### src/rtl/parity_rr_scheduler_pkg.sv
// Shared encodings for the parity round-robin scheduler: output-stage states,
// requester source IDs and parity modes.
package parity_rr_scheduler_pkg;

    typedef enum logic {
        EMPTY = 1'b0,
        FULL  = 1'b1
    } state_e;

    localparam logic SRC_A    = 1'b0;
    localparam logic SRC_B    = 1'b1;

    localparam logic PAR_EVEN = 1'b0;
    localparam logic PAR_ODD  = 1'b1;

endpackage

### src/rtl/parity_rr_scheduler_parity_gen.sv
// Combinational framer: appends a parity bit so the 8-bit frame carries an
// even (mode 0) or odd (mode 1) number of ones.
module parity_gen (
    input  logic [6:0] i_data,
    input  logic       i_mode,
    output logic [7:0] o_frame
);

    logic w_par;

    assign w_par   = (^i_data) ^ i_mode;
    assign o_frame = {i_data, w_par};

endmodule

### src/rtl/parity_rr_scheduler.sv
// Two-requester round-robin scheduler feeding a single-entry output register
// with parity framing; the slot refills on the same cycle it drains.
module parity_rr_scheduler
    import parity_rr_scheduler_pkg::*;
#(
    parameter int CNT_W = 8
) (
    input  logic             clk,
    input  logic             rst_n,
    input  logic             req_a_valid,
    input  logic [6:0]       req_a_data,
    input  logic             req_a_odd,
    output logic             req_a_ready,
    input  logic             req_b_valid,
    input  logic [6:0]       req_b_data,
    input  logic             req_b_odd,
    output logic             req_b_ready,
    output logic             out_valid,
    output logic [7:0]       out_data,
    output logic             out_src,
    input  logic             out_ready,
    output logic [CNT_W-1:0] grant_cnt_a,
    output logic [CNT_W-1:0] grant_cnt_b
);

    state_e           r_state;
    logic             r_out_valid;
    logic [7:0]       r_out_data;
    logic             r_out_src;
    logic             r_last;
    logic [CNT_W-1:0] r_cnt_a;
    logic [CNT_W-1:0] r_cnt_b;

    logic       w_slot_free;
    logic       w_grant_a;
    logic       w_grant_b;
    logic       w_accept;
    logic       w_sel;
    logic [6:0] w_data;
    logic       w_mode;
    logic [7:0] w_frame;

    // On a tie the requester that did not win last time takes the slot.
    assign w_slot_free = (r_state == EMPTY) || out_ready;
    assign w_grant_a   = req_a_valid && (!req_b_valid || (r_last == SRC_B));
    assign w_grant_b   = req_b_valid && (!req_a_valid || (r_last == SRC_A));
    assign req_a_ready = w_grant_a && w_slot_free;
    assign req_b_ready = w_grant_b && w_slot_free;
    assign w_accept    = req_a_ready || req_b_ready;

    assign w_sel  = req_b_ready ? SRC_B : SRC_A;
    assign w_data = req_b_ready ? req_b_data : req_a_data;
    assign w_mode = req_b_ready ? req_b_odd  : req_a_odd;

    parity_gen u_parity_gen (
        .i_data  (w_data),
        .i_mode  (w_mode),
        .o_frame (w_frame)
    );

    always_ff @(posedge clk or negedge rst_n) begin
        if (!rst_n) begin
            r_state     <= EMPTY;
            r_out_valid <= 1'b0;
            r_out_data  <= 8'h00;
            r_out_src   <= SRC_A;
            r_last      <= SRC_B;
            r_cnt_a     <= '0;
            r_cnt_b     <= '0;
        end else begin
            case (r_state)
                EMPTY: begin
                    if (w_accept) begin
                        r_state     <= FULL;
                        r_out_valid <= 1'b1;
                    end
                end
                FULL: begin
                    if (out_ready && !w_accept) begin
                        r_state     <= EMPTY;
                        r_out_valid <= 1'b0;
                    end
                end
                default: begin
                    r_state     <= EMPTY;
                    r_out_valid <= 1'b0;
                end
            endcase
            if (w_accept) begin
                r_out_data <= w_frame;
                r_out_src  <= w_sel;
                r_last     <= w_sel;
                if (w_sel == SRC_B) r_cnt_b <= r_cnt_b + 1'b1;
                else                r_cnt_a <= r_cnt_a + 1'b1;
            end
        end
    end

    assign out_valid   = r_out_valid;
    assign out_data    = r_out_data;
    assign out_src     = r_out_src;
    assign grant_cnt_a = r_cnt_a;
    assign grant_cnt_b = r_cnt_b;

endmodule

### config.mk
export PLATFORM = sky130hd
export DESIGN_NAME = parity_rr_scheduler
export DESIGN_NICKNAME = d
export VERILOG_FILES = /design/src/rtl/parity_rr_scheduler_pkg.sv /design/src/rtl/parity_rr_scheduler_parity_gen.sv /design/src/rtl/parity_rr_scheduler.sv
export SDC_FILE = /design/constraint.sdc
export NUM_CORES = 1
export LEC_CHECK = 0
export BUFFER_PORTS_ARGS = -buffer_cell sky130_fd_sc_hd__buf_2
export CORE_MARGIN = 1
export CORE_UTILIZATION = 52
export CTS_CLUSTER_DIAMETER = 30
export DETAILED_ROUTE_END_ITERATION = 16
export PLACE_DENSITY = 0.83
export REMOVE_ABC_BUFFERS = 1
export SETUP_SLACK_MARGIN = 0.3
export SYNTH_ARGS = -nofsm -noshare
export SYNTH_HDL_FRONTEND = slang
export SYNTH_SLANG_ARGS = --single-unit
### constraint.sdc
create_clock -name clk -period 2.4 [get_ports clk]
set_input_delay 0 -clock clk [delete_from_list [all_inputs] [get_ports clk]]
set_output_delay 0 -clock clk [all_outputs]
set_load 0.02 [all_outputs]
# After elaboration in Yosys (flattened, before gate mapping)
# Cells that the tools add are included.
[op_classes] n_mux=9 reduce_logical=16 n_eq_ne=2 n_addsub=2 bitwise_logic=4
[ops] operator="8-bit by 1-bit adder with 8-bit output (second input constant)" n=2
[ops] operator="7-bit two-way mux" n=1
[ops] operator="7-bit parity" n=1
[ops] operator="1-bit two-way mux" n=6
[ops] operator="2-bit AND reduction" n=3
[ops] operator="1-bit logical AND" n=5
[ops] operator="1-bit logical OR" n=4
[ops] operator="1-bit one-hot mux with 2 select lines" n=2
[ops] operator="1-bit zero test" n=3
[ops] operator="1-bit NOT" n=3
[ops] operator="2-bit by 1-bit inequality test with 1-bit output (second input constant)" n=1
[ops] operator="2-bit inequality test (second input constant)" n=1
[ops] operator="1-bit bitwise XOR" n=1
[totals] out_inout_bits=28 register_bits=28 in_bits=21

# Logic depth before layout (Yosys ltp)
# Gate-level depths: netlist of the first run.
[depth] word_depth=9 ltp_mapped=6

# By module
# Synthesis of the first run repeated with hierarchy kept, for this count alone.
[hier_totals] cells_unflattened=135 area_unflattened_um2=1413.9
[modules_own_cells] module="parity_rr_scheduler" cells_per_inst=120 seq_area_each_um2=701.9 n_inst=1 area_per_inst_um2=1292.5
[modules_own_cells] module="parity_gen" cells_per_inst=15 seq_area_each_um2=0.0 n_inst=1 area_per_inst_um2=121.4

# Worst setup path after synthesis of the first run
# OpenSTA, ideal clock, no wires.
[synth_timing] path_kind="register to register" start="reg r_last" end="reg r_cnt_a[6] (netlist: grant_cnt_a[6])" arrival_time_ns=1.224 setup_ns=0.129 synth_period_minus_slack_ns=1.354 path_buffers=0 path_stages_with_launch=7 required_time_ns=2.271 path_slack_ns=1.046 cell_sequence="dfstp_2 nand2b_1 nand3_2 inv_2 and3_4 nand4_1 xnor2_1"
[synth_via] elab_chain_len=7
[synth_rtl] item="from (decl)" line="parity_rr_scheduler.sv:30" source="logic r_last;"
[synth_rtl] item="from (signal assigned)" line="parity_rr_scheduler.sv:92" source="r_last <= w_sel;"
[synth_rtl] item="1-bit NOT" line="parity_rr_scheduler.sv:46" source="assign w_grant_b = req_b_valid && (!req_a_valid || (r_last == SRC_A));"
[synth_rtl] item="1-bit logical OR" line="parity_rr_scheduler.sv:46"
[synth_rtl] item="1-bit logical AND" line="parity_rr_scheduler.sv:46"
[synth_rtl] item="1-bit logical AND" line="parity_rr_scheduler.sv:48" source="assign req_b_ready = w_grant_b && w_slot_free;"
[synth_rtl] item="1-bit two-way mux" line="parity_rr_scheduler.sv:51" source="assign w_sel = req_b_ready ? SRC_B : SRC_A;"
[synth_rtl] item="1-bit NOT (no line)"
[synth_rtl] item="2-bit AND reduction (no line) (*)"
[synth_rtl] item="to (signal assigned)" line="parity_rr_scheduler.sv:94" source="else r_cnt_a <= r_cnt_a + 1'b1;"
[synth_rtl] item="to (decl)" line="parity_rr_scheduler.sv:31" source="logic [CNT_W-1:0] r_cnt_a;"
# Mark *: on every way between the ends. The rest lies on a longest branch, timed or not.
# A chain may end at the register's enable or synchronous reset.

# Worst setup path in the final report of the first run
[layout_timing] start="reg r_last" end="reg r_out_data[3] (netlist: out_data[3])"
[layout_via] elab_chain_len=5
[layout_rtl] item="1-bit NOT" line="parity_rr_scheduler.sv:46"
[layout_rtl] item="1-bit logical OR" line="parity_rr_scheduler.sv:46"
[layout_rtl] item="1-bit logical AND" line="parity_rr_scheduler.sv:46"
[layout_rtl] item="1-bit logical AND" line="parity_rr_scheduler.sv:48"
[layout_rtl] item="7-bit two-way mux or 1-bit logical OR (tied branches)" line="parity_rr_scheduler.sv:52, parity_rr_scheduler.sv:49"
[layout_rtl] item="to (signal assigned)" line="parity_rr_scheduler.sv:90" source="r_out_data <= w_frame;"
[layout_rtl] item="to (decl)" line="parity_rr_scheduler.sv:28" source="logic [7:0] r_out_data;"
# Several ways; a longest one is shown, not always the timed one.

==> out/qor.yml, run 1 <==
finish:
  nFillCells: 176
  antenna_cells: 0
  final_common_cell: "buf_2"
  mostFrequentLayoutCells: "48 x buf_2, 31 x nand2_1, 27 x xnor2_1, 27 x dfrtp_1, 18 x dlygate4sd3_1"
  drive_above_1_share: 0.293
  syn_to_final_growth_pct: 35.5
  finalNetCount: 222
  postLayoutCoreUtil: 0.743
placement:
  io_buffers: 48
  routabilityCongestion: 0.813
  dp_hpwl_um: 1950
power_and_ir_drop:
  swShare: 0.396
  ir_drop_mv: 0.535
  p_switching_mw: 0.608
  p_int_mw: 0.928
  comb_power_share: 0.403
  pwr-share-seq: 0.470
  total_power_mw: 1.54
  power_frac_clock: 0.126
  leakage_nw: 0.887
  pwr_density_cell_nw_per_um2: 842
routing:
  wl_per_cell_um: 13.6
  drc: 0
  drt-pass1-iter-count: 4
  vias: 1170
  antenna_left: 0
  routed_wl_um: 3110
  via_per_inst: 5.13
  drt_iter0_drc: 13
floorplanning:
  start_util: 0.548
  die_x_um: 52.9
  io-pin-count: 49
  die_y_um: 52.9
  rows: 18
  coreArea_um2: 2450
  die-area_um2: 2800
global_routing:
  grt_usage: 0.248
  grt_pass1_vias: 1104
  grt-ovfl-total: 0
  grt_first_pass_wirelength_um: 4880
  antenna_found_initial: 0
  grt_max_degree: 29
timing:
  max_freq_mhz: 514
  fin_crit_sh: 0.811
  tns_ns: 0
  max_slew.worst_pin.slew_ns: 0.592
  fin_skew_ns: 0.00256
  hold_ws_ns: 0.0900
  hold_viol_final: 0
  slew_viol_final: 0
  slew_headroom: 0.606
  period_minus_slack_ns: 1.95
  setup_viol: 0
  rsz0062_at_grt: "no"
clocking:
  cts.sinks: 28
  clk_path_buf_depth: 2
  clkTransAtPathRegs_ns: 0.14
  cts_max_level: 1
  cts_tree: "done"
  numCtsBuffers: 3
  cts_root_buffer: "clkbuf_4"
  post_cts_buffers: 0
  clkLatencyLatePin_ns: 0.31
critical_path:
  cp-start-kind: "flop"
  r2r_cells: 6
  cpMaxStageDelayCell: "dlygate4sd3_1"
  crit_type: "flop to flop"
  arrival_ns: 2.20
  critical_path.max_stage_delay_ns: 0.60
  crit_required_ns: 2.66
  crit_buf_inv: 2
  worst_setup_path_end_kind: "flop"
  cpLargestDelayFamily: "buffers and inverters"
  path_depth: 6
  crit_chain: "nand2b_1 > nand3_4 > inv_6 > nand2_1 > a31oi_1 > dlygate4sd3_1"
  cp_max_fo: 13
job:
  max_cap_violations: 0
hold_path:
  hold_class: "primary input to flop"
  whs_path_depth: 3
synthesis:
  synth-warning-count: 0
  synthCells: 132
  ys_types: 25
  syn_area_um2: 1350
  synth_edf_count: 0
  synth_seq_area_share: 0.521
  async_flop_share: 1.00
  synth_top_flop_cell: "dfrtp_1"
  synth_seq_cells: 28
  avgSynthCellArea_um2: 10.2
status:
  status: "finished, final reports clean"
[through the flow]
| step | instances | setup slack (ns) | cell area (um2) |
|---|---|---|---|
| 3_3_place_gp | 206 | 0.704 | 1610 |
| 2_1_floorplan | 128 | 0.734 | 1330 |
| 6_report | 228 | 0.453 | 1820 |
| 4_1_cts | 227 | 0.344 | 1800 |
| 3_5_place_dp | 206 | 0.615 | 1610 |
| 5_1_grt | 228 | 0.308 | 1820 |
[flip-flops by register name (all words and copies together), names as in the netlist]
register     flops
r_state          1
grant_cnt_a      8
grant_cnt_b      8
out_src          1
r_last           1
out_valid        1
out_data         8
[repair_timing]
action | 4_1_cts | 5_1_grt
hold buffers | 17 | 1
gates resized for setup | 0 | 3
endpoints found under the setup margin | 0 | 6
endpoints found under the hold margin | 35 | 1
[cell families after synthesis]
family / after synthesis / share of synthesized area
and+or+nand+nor: 56 / 0.205
xor gates and xnor gates: 28 / 0.182
DFF: 28 / 0.521
AOI/OAI and AO/OA: 11 / 0.0502
buffers and inverters: 7 / 0.0223
adders and majority gates: 2 / 0.0186
[cells in the mapped netlist (2+ instances only)]
cell type / instances / area [um2]
nor2_1: 9 / 33.8
and3_1: 2 / 12.5
buf_2: 3 / 15.0
nand2_1: 31 / 116
nand3_1: 3 / 15.0
a31oi_1: 7 / 43.8
ha_1: 2 / 25.0
inv_2: 2 / 7.51
dfrtp_1: 27 / 676
nand4_1: 5 / 31.3
xnor2_1: 27 / 236
[final timing paths]
check / slack [ns] / to / from
max reg2reg: 0.45 / out_data[3] / r_last
max in group asynchronous: 1.82 / grant_cnt_b[0] / rst_n
min in group asynchronous: 0.19 / grant_cnt_a[3] / rst_n
max: 0.45 / out_data[3] / r_last
min: 0.09 / r_last / req_b_valid
min reg2reg: 0.47 / grant_cnt_b[7] / grant_cnt_b[7]
[worst register-to-register path: cells and delay by family (launching register included)]
kind / cells / cell delay, ns
AND/OR/NAND/NOR: 3 / 0.42
AO/OA/AOI/OAI: 1 / 0.15
flip-flops: 1 / 0.56
buffers and inverters: 2 / 0.77
[power groups by stage]
stage | logic (mW) | clock network (mW) | registers (mW)
CTS | 0.611 | 0.196 | 0.719
floorplan | 0.220 | 0 | 0.862
finish | 0.619 | 0.194 | 0.722
global placement | 0.555 | 0 | 0.723
global route | 0.679 | 0.223 | 0.743
detailed placement | 0.563 | 0 | 0.727
[cell type report]
type                       instances  area, um2  share of cell area
clock buffer                       4       26.3              0.0144
multi-input combinational         97        622               0.341
timing repair buffer              66        420               0.230
tap                               30       37.5              0.0206
inverter                           3       16.3             0.00892
sequential                        28        702               0.385
[layer usage]
metal | vias up | share of wire | track usage
met5 | - | 0 | 0
met4 | 0 | 0.024 | 0.105
met3 | 9 | 0.046 | 0.0489
met2 | 40 | 0.54 | 0.430
met1 | 553 | 0.39 | 0.296
li1 | 568 | - | -
(Power assumes the default switching activity.)
==> run 2: changes to the inputs <==
--- a/config.mk
+++ b/config.mk
@@ -7,10 +7,10 @@
 export LEC_CHECK = 0
 export BUFFER_PORTS_ARGS = -buffer_cell sky130_fd_sc_hd__buf_2
 export CORE_MARGIN = 1
-export CORE_UTILIZATION = 52
+export CORE_UTILIZATION = 48
 export CTS_CLUSTER_DIAMETER = 30
 export DETAILED_ROUTE_END_ITERATION = 16
-export PLACE_DENSITY = 0.83
+export PLACE_DENSITY = 0.78
 export REMOVE_ABC_BUFFERS = 1
 export SETUP_SLACK_MARGIN = 0.3
 export SYNTH_ARGS = -nofsm -noshare
==> constraint.sdc (replaced) <==
create_clock -name clk -period 2 [get_ports clk]
set_input_delay 0 -clock clk [delete_from_list [all_inputs] [get_ports clk]]
set_output_delay 0 -clock clk [all_outputs]
set_load 0.02 [all_outputs]
==> run 2 against run 1 <==
- non-clock buffer count grew 1
- core utilization decreased by 3.5 points
- clock skew is 0.0078 ns higher
- total power is 18% higher
- fmax increased by 23%
- sequential cell count did not move
- first-iteration DRC count unchanged
- die area rose by 8.0%
- register-to-register slack worse by 0.03 ns
- wire length decreased by 3.4%
- global-route usage down 3.2 points
- worst hold slack worse by 0.035 ns
- critical path type unchanged
- critical endpoint is now grant_cnt_a[6]
- largest cell class unchanged
- largest power group unchanged
==> out/qor.yml, run 2 (same netlist as run 1, synthesis figures left out) <==
routing:
  wl_per_cell_um: 13.1  # -3.8%
  drt_iter0_drc: 13  # unchanged
  drc: 0  # unchanged
  drt-pass1-iter-count: 4  # unchanged
  via_per_inst: 4.97  # -3.2%
  antenna_left: 0  # unchanged
  vias: 1137  # -2.8%
  routed_wl_um: 3010  # -3.4%
finish:
  final_cell_area_um2: 1820  # -0.27%
  postLayoutCoreUtil: 0.709  # -0.0345
  final_common_cell: "buf_2"
  drive_above_1_share: 0.296  # +0.00355
  mostFrequentLayoutCells: "48 x buf_2, 31 x nand2_1, 27 x xnor2_1, 27 x dfrtp_1, 18 x dlygate4sd3_1"
  finalNetCount: 223  # +0.45%
  fin_cells: 229  # +0.44%
  syn_to_final_growth_pct: 35.1
  antenna_cells: 0  # unchanged
power_and_ir_drop:
  power_frac_clock: 0.133  # +0.007
  comb_power_share: 0.388  # -0.015
  swShare: 0.401  # +0.00513
  p_switching_mw: 0.727  # +20%
  pwr_density_cell_nw_per_um2: 997  # +18%
  pwr-share-seq: 0.479  # +0.009
  ir_drop_mv: 0.710  # +33%
  p_int_mw: 1.09  # +17%
  leakage_nw: 0.892  # +0.59%
clocking:
  cts_root_buffer: "clkbuf_4"
  numCtsBuffers: 3  # unchanged
  clk_path_buf_depth: 2  # unchanged
  clkLatencyLatePin_ns: 0.33  # +0.02 ns
  cts.sinks: 28  # unchanged
  ctsResizeCount: 0  # unchanged
  clkTransAtPathRegs_ns: 0.14  # about the same
  cts_tree: "done"
  cts_max_level: 1  # unchanged
placement:
  io_buffers: 48  # unchanged
  dp_hpwl_um: 2030  # +4.4%
  routabilityCongestion: 0.758  # -6.8%
  place_area_um2: 1610  # +0.47%
  dp_cells: 207  # +0.49%
critical_path:
  crit_required_ns: 2.22  # -0.44 ns
  crit_type: "flop to flop"
  worst_setup_path_end_kind: "flop"
  arrival_ns: 1.80  # -0.40 ns
  cp-start-kind: "flop"
  cp_max_fo: 13  # unchanged
timing:
  max_freq_mhz: 633  # +23%
  fin_crit_sh: 0.790  # -0.0216
  setup_viol: 0  # unchanged
  slew_headroom: 0.589  # -0.0162
  tns_ns: 0  # unchanged
  hold_viol_final: 0  # unchanged
  max_slew.worst_pin.slew_ns: 0.616  # +0.0243 ns
  period_minus_slack_ns: 1.58  # -0.368 ns
  fin_skew_ns: 0.0104  # +0.00783 ns
  slew_viol_final: 0  # unchanged
  rsz0062_at_grt: "no"
global_routing:
  grt_max_degree: 29  # unchanged
  grt_util_met2: 0.394  # -0.0368
  top_usage_layer: "met2"
  grt_first_pass_wirelength_um: 4600  # -5.7%
  use_met1: 0.263  # -0.0328
  grt_usage: 0.216  # -0.0320
  grt-ovfl-total: 0  # unchanged
  grt_pass1_vias: 1078  # -2.4%
  antenna_found_initial: 0  # unchanged
  grtUsageMet3: 0.0383  # -0.0106
floorplanning:
  io-pin-count: 49  # unchanged
  die_x_um: 55.0  # +3.9%
  die-area_um2: 3020  # +8.0%
  die_y_um: 55.0  # +3.9%
  coreArea_um2: 2570  # +4.6%
  rows: 18  # unchanged
  start_util: 0.524  # -0.0241
status:
  status: "finished, final reports clean"
job:
  max_cap_violations: 0  # unchanged
hold_path:
  hold_class: "primary input to flop"
[run 2: changes by cell type in the layout (fill, tap and decap cells not counted)]
cell | before | now
nand3_2 | 0 | 1
nand3_4 | 2 | 1
buf_4 | 0 | 1
inv_2 | 1 | 2
inv_6 | 1 | 0
[run 2: critical path: stages, from the launching register on]
cell and delay, ns:
dfstp_2 0.57, nand2b_1 0.12, nand3_2 0.09, inv_2 0.20, and3_4 0.24, nand4_1 0.12
xnor2_1 0.15
[run 2: layout make-up]
type                       count  area (um2)
multi-input combinational     97         614
inverter                       3        11.3
sequential                    28         702
clock buffer                   4        26.3
tap                           30        37.5
timing repair buffer          67         428
fill                         209         748
[run 2: final timing paths]
check / start / to / slack [ns] / cells past startpoint
min reg2reg: r_last / r_last / 0.48 / 2
max: r_last / grant_cnt_a[6] / 0.42 / 6
min: req_b_valid / r_last / 0.06 / 3
min in group asynchronous: rst_n / out_data[0] / 0.20 / 2
max reg2reg: r_last / grant_cnt_a[6] / 0.42 / 6
max in group asynchronous: rst_n / out_valid / 1.40 / 2
[run 2: per-layer routing]
metal	routed length, um	share of wire
met5	0	0
met2	1540	0.51
met1	1300	0.43
met4	21	0.0070
met3	151	0.050
[run 2: stage by stage]
| stage | hold slack, ns | power (mW) | setup slack, ns |
|---|---|---|---|
| final | 0.0554 | 1.81 | 0.420 |
| after global routing | 0.0644 | 1.93 | 0.303 |
| after CTS | 0.0495 | 1.83 | 0.425 |
| after detailed placement | 0.0577 | 1.56 | 0.446 |
| after global placement | 0.0398 | 1.53 | 0.531 |
| after floorplan | -0.296 | 1.30 | 0.334 |
[run 2: power by group through the flow]
stage,combinational [mW],clock (mW),sequential [mW]
after floorplan,0.264,0,1.03
after global placement,0.667,0,0.865
after detailed placement,0.685,0,0.876
after CTS,0.713,0.246,0.866
after global routing,0.776,0.263,0.887
final,0.705,0.241,0.869
[run 2: timing repair]
item,4_1_cts,5_1_grt
buffers inserted,0,0
hold endpoints to repair,35,0
hold buffers,18,0
